<file path="config.mk">
export PLATFORM = sky130hd
export DESIGN_NAME = apu_frame_seq
export DESIGN_NICKNAME = d
export VERILOG_FILES = /design/src/rtl/apu_frame_seq.sv
export SDC_FILE = /design/constraint.sdc
export NUM_CORES = 1
export LEC_CHECK = 0
export BUFFER_PORTS_ARGS = -buffer_cell sky130_fd_sc_hd__buf_2
export CORE_AREA = 2 2 39 41
export DETAILED_ROUTE_END_ITERATION = 10
export DIE_AREA = 0 0 41 43
export GPL_TIMING_DRIVEN = 0
export PLACE_DENSITY = 0.71
export SLEW_MARGIN = 20
export SYNTH_ARGS = -nofsm -noshare
export SYNTH_HDL_FRONTEND = slang
export SYNTH_SLANG_ARGS = --single-unit
</file>
<file path="constraint.sdc">
create_clock -name i_clk -period 1.2 [get_ports i_clk]
set_input_delay 0.36 -clock i_clk [delete_from_list [all_inputs] [get_ports i_clk]]
set_output_delay 0.36 -clock i_clk [all_outputs]
set_load 0.01 [all_outputs]
</file>
<file path="src/rtl/apu_frame_seq.sv">
// APU frame sequencer: turns falling edges of a DIV tap into 512 Hz step events and
// issues one-clock length/sweep/envelope strobes on an 8-step schedule.
module apu_frame_seq (
    input  logic       i_clk,
    input  logic       i_nreset,
    input  logic       i_div_bit,
    input  logic       i_apu_on,
    input  logic       i_test_fast,
    output logic       o_len_tick,
    output logic       o_sweep_tick,
    output logic       o_env_tick,
    output logic [2:0] o_step,
    output logic       o_len_next
);

    logic       r_s0;
    logic       r_s1;
    logic       r_apu_q;
    logic       r_skip;
    logic [2:0] r_step;
    logic       r_len;
    logic       r_sweep;
    logic       r_env;

    logic       w_event;
    logic       w_skip;
    logic       w_skip_d;
    logic [2:0] w_step_d;
    logic       w_len_d;
    logic       w_sweep_d;
    logic       w_env_d;

    assign w_event = i_test_fast | (r_s1 & ~r_s0);
    // Power-on while the tap is already high: the first falling edge is not a real step.
    assign w_skip  = r_skip | (i_apu_on & ~r_apu_q & r_s0);

    always_comb begin
        w_skip_d  = w_skip;
        w_step_d  = r_step;
        w_len_d   = 1'b0;
        w_sweep_d = 1'b0;
        w_env_d   = 1'b0;
        if (!i_apu_on) begin
            w_skip_d = 1'b0;
            w_step_d = 3'd0;
        end else if (w_event) begin
            if (w_skip) begin
                w_skip_d = 1'b0;
            end else begin
                w_step_d = r_step + 3'd1;
                case (r_step)
                    3'd0, 3'd4: w_len_d = 1'b1;
                    3'd2, 3'd6: begin
                        w_len_d   = 1'b1;
                        w_sweep_d = 1'b1;
                    end
                    3'd7:    w_env_d = 1'b1;
                    default: ;
                endcase
            end
        end
    end

    always_ff @(posedge i_clk or negedge i_nreset) begin
        if (!i_nreset) begin
            r_s0    <= 1'b0;
            r_s1    <= 1'b0;
            r_apu_q <= 1'b0;
            r_skip  <= 1'b0;
            r_step  <= 3'd0;
            r_len   <= 1'b0;
            r_sweep <= 1'b0;
            r_env   <= 1'b0;
        end else begin
            r_s0    <= i_div_bit;
            r_s1    <= r_s0;
            r_apu_q <= i_apu_on;
            r_skip  <= w_skip_d;
            r_step  <= w_step_d;
            r_len   <= w_len_d;
            r_sweep <= w_sweep_d;
            r_env   <= w_env_d;
        end
    end

    assign o_len_tick   = r_len;
    assign o_sweep_tick = r_sweep;
    assign o_env_tick   = r_env;
    assign o_step       = r_step;
    assign o_len_next   = ~r_step[0];

endmodule
</file>
# Word level (Yosys, flattened, before mapping)
# Index checks and enable logic that the tools add are counted.
# word_totals
reg_bits	10
ram_bits	0
latch_bits	0
input_bits	5
out_inout_bits	7
mem_bits_ro	0
mem_count	0
# classes
n_mul	0
reduce_logical	4
n_eq_ne	6
add_sub_neg	1
bitwise	8
n_mux	17
shifts	0
magnitude_cmp	0
n_div	0
# ops
op	n
$mux W1	14
$eq A3 B3 Y1 const B	3
$mux W3	3
$reduce_or A4 Y1	1
$add A3 B1 Y3 const B	1
$and A1 B1 Y1	3
$eq A3 B2 Y1 const B	1
$logic_not A3 Y1	1
$not A1 Y1	3
$ne A2 B1 Y1 const B	1
$ne A2 B2 Y1 const B	1
$or A1 B1 Y1	2
$reduce_and A2 Y1	1
$reduce_or A2 Y1	1

# Logic depth before layout (Yosys ltp)
# logic_depth
word_depth	7
ltp_mapped	4

# Least setup slack after synthesis
# Ideal clock, no wire load.
# synth_timing
path_kind	flip-flop to flip-flop
startpoint	reg r_step[0], in the netlist o_step[0]
endpoint	reg r_step[2], in the netlist o_step[2]
setup_ns	0.133
required_ns	1.067
synth_period_minus_slack_ns	1.119
arrival_ns	0.986
path_slack_ns	0.081
path_buffers	0
path_stages_with_launch	5
cell_sequence	dfrtp_1 -> ha_1 -> ha_1 -> nand2_1 -> mux2i_1
# synth_via
elab_chain_len	4
# synth_rtl
item	line_no	rtl
start, declared	20	logic [2:0] r_step;
start signal, assigned	79	r_step <= w_step_d;
$add A3 B1 Y3	50	w_step_d = r_step + 3'd1;
$mux W3	47	if (w_skip) begin
$mux W3	46	end else if (w_event) begin
$mux W3	43	if (!i_apu_on) begin
# No other way between the ends. The select of a mux whose other input is x is not followed.
# A chain may end at the register's enable or synchronous reset.

# Worst setup path after layout
# layout_timing
startpoint	reg r_step[0], in the netlist o_step[0]
endpoint	out o_len_next
# layout_via
elab_chain_len	1
# layout_rtl
item	line_no	rtl
$not A1 Y1	90	assign o_len_next = ~r_step[0];
end, declared	13	output logic o_len_next
# No other way between the ends.

==> flow_metrics.env <==
export IMPL_outcome="finished, violations left"
export IMPL_violations="setup timing"
export IMPL_post_dp_hpwl_um=534
export IMPL_numClockSinks=10
export IMPL_post_place_ws_ps=-51.6
export IMPL_clockBufferDepth=2
export IMPL_synth_seq_cells=10
export IMPL_post_drt_wl_per_cell_um=10.1
export IMPL_cts_tree="built"
export IMPL_synth_fp_nets=50
export IMPL_cp_slowest_stage_delay_ps=420
export IMPL_path_cells="inv_2, buf_6"
export IMPL_totalWireLength_um=760
export IMPL_p_sw_mw=0.210
export IMPL_worst_hold_slack_ps=196
export IMPL_leakagePower_nw=0.332
export IMPL_end_kind="output pin"
export IMPL_worst_path_max_delay_cell="dfrtp_1"
export IMPL_cts_root_buf="clkbuf_4"
export IMPL_p_int_mw=0.617
export IMPL_rsz0062_at_grt="true"
export IMPL_clock_latency_ps=270
export IMPL_dr_first_iter_drc_count=4
export IMPL_antenna_found_initial=0
export IMPL_die_w_um=41
export IMPL_io_pins=12
export IMPL_startpoint_type="flip-flop"
export IMPL_gp_congestion=0.709
export IMPL_cp_arrival_ps=870
export IMPL_clock_skew_ps=4.06
export IMPL_nNetsFinal=69
export IMPL_yosys_area_top_type_share=0.512
export IMPL_switching_share=0.254
export IMPL_clk_pin_slew_worst_paths_ps=70
export IMPL_grt_pass1_vias=312
export IMPL_avgSynthCellArea_um2=11.9
export IMPL_p_per_area_nw_per_um2=1310
export IMPL_hold_class="input pin to flip-flop"
export IMPL_seqPwrFrac=0.453
export IMPL_die_area_um2=1760
export IMPL_synth_area_top_cells="dfrtp_1 (51%), ha_1 (10%), mux2i_1 (6.1%), o32ai_4 (5.6%), nand2_1 (5.4%)"
export IMPL_seq_area_frac_synth=0.512
export IMPL_die_h_um=43
export IMPL_areaGrowthSynthToFinish_pct=29.2
export IMPL_finalCritPeriodShare=1.02
export IMPL_crit_type="flip-flop to output pin"
export IMPL_maxCapViolations=0
export IMPL_setup_ws_ps=-27.8
export IMPL_clkPwrFrac=0.372
export IMPL_final_cell_mix="buf_2 (10), dfrtp_1 (10), nand2_1 (7), ha_1 (4)"
export IMPL_synthesis_area_um2=489
export IMPL_comb_power_share=0.175
export IMPL_first_pass_iters=2
export IMPL_period_needed_ps=1230
export IMPL_syn_inst=41
export IMPL_synth_largest_area_cell="dfrtp_1"
export IMPL_rows=14
export IMPL_drc=0
export IMPL_hold_violations=0
export IMPL_finalSetupViolations=2
export IMPL_cts_made_buffers=3
export IMPL_antenna_cells=0
export IMPL_core_area_um2=1380
export IMPL_grtUsageTotal=0.109
export IMPL_drive_gt1_frac=0.373
export IMPL_avgViaCountPerCell=4.61
export IMPL_crit_buf_inv=2
export IMPL_final_antenna_net_count=0
export IMPL_port_buffers=11
export IMPL_start_util=0.354
export IMPL_yosys_warnings=0
export IMPL_cp_max_fo=4
export IMPL_worst_pin_slew_ps=301
export IMPL_grt_start_max_net_pins=11
export IMPL_crit_required_ps=840
export IMPL_dpl_cell_area_um2=564
export IMPL_overflow=0
export IMPL_max_freq_mhz=814
export IMPL_vias=346
export IMPL_vdd_drop_max_mv=0.740
export IMPL_fin_area_um2=632
export IMPL_crit_family="flip-flops"
export IMPL_cts_htree_levels=1
export IMPL_maxSlewViolCount=0
export IMPL_synth_cell_type_count=16
export IMPL_grt_pass1_wl_um=1280
export IMPL_slew_headroom=0.800
## registers in the layout, indices dropped and copies added (netlist names)
register / count
o_len_tick: 1
r_skip: 1
r_s1: 1
o_sweep_tick: 1
r_apu_q: 1
o_step: 3
o_env_tick: 1
r_s0: 1
## worst paths after layout
path                         endpoint      start  cells past startpoint  slack [ps]
max                        o_len_next  o_step[0]                      2         -30
min                              r_s0  i_div_bit                      1         200
max reg2reg                 o_step[2]  o_step[0]                      4          60
min reg2reg                      r_s1       r_s0                      0         480
max in group asynchronous        r_s1   i_nreset                      2         530
min in group asynchronous  o_len_tick   i_nreset                      2         480
## cells by family (layout without fill, tap and decap cells)
kind of cell             Yosys count  after routing  share of synthesized area
AO/OA/AOI/OAI                      5              5                      0.107
adder cells (fa/ha/maj)            4              4                      0.102
buffers and inverters              3             21                     0.0384
flip-flops                        10             10                      0.512
multiplexers                       3              3                     0.0614
AND/OR/NAND/NOR                   16             16                      0.179
## area by class of cell
type	count	area [um2]
Timing Repair Buffer	14	86.3
Clock buffer	4	36.3
Tap cell	16	20.0
Multi-Input combinational cell	28	220
Sequential cell	10	250
Buffer	1	11.3
Fill cell	130	752
Inverter	2	7.51
## metal layers
layer	vias to the layer above	routed length (um)	track usage
met1	165	339	0.140
met2	11	350	0.156
li1	168	-	-
met4	0	18	0.0600
met5	-	0	0
met3	2	51	0.0314
## worst reg2reg max path: cells and delay by family (launching register included)
family | cells | cell delay, ps
adders and majority gates | 2 | 490
and+or+nand+nor | 1 | 40
DFF | 1 | 420
muxes | 1 | 120
## per-stage QoR
step	instances	setup TNS, ps	utilization	power [mW]
final	75	-29.3	0.457	0.827
after CTS	75	-36.6	0.457	0.842
after global routing	75	-100	0.457	0.871
after detailed placement	68	-126	0.408	0.505
after floorplan	41	0	-	0.459
after global placement	68	-88.6	0.408	0.503
## power by group through the flow
stage	logic, mW	clock network [mW]	registers (mW)
3_5_place_dp	0.122	0	0.383
2_1_floorplan	0.0707	0	0.389
6_report	0.145	0.307	0.375
4_1_cts	0.147	0.319	0.375
5_1_grt	0.162	0.330	0.378
3_3_place_gp	0.120	0	0.382
## cell usage after synthesis
master     n
nor2_2     1
ha_1       4
a21oi_1    2
nand2_1    7
mux2i_1    3
dfrtp_1   10
and2b_4    1
buf_6      1
nor2b_1    1
o21a_1     1
o32ai_4    1
and2_1     2
nand2b_1   3
o21bai_1   1
nor3b_1    1
inv_1      2
## repair_timing
| item | 4_1_cts | 5_1_grt |
|---|---|---|
| resized for setup | 2 | 0 |
| setup endpoints to repair | 2 | 3 |
| setup buffers | 2 | 0 |
| hold endpoints to repair | 10 | 0 |
| hold buffers | 1 | 0 |
Note: power is estimated with default switching activity, not from simulation.
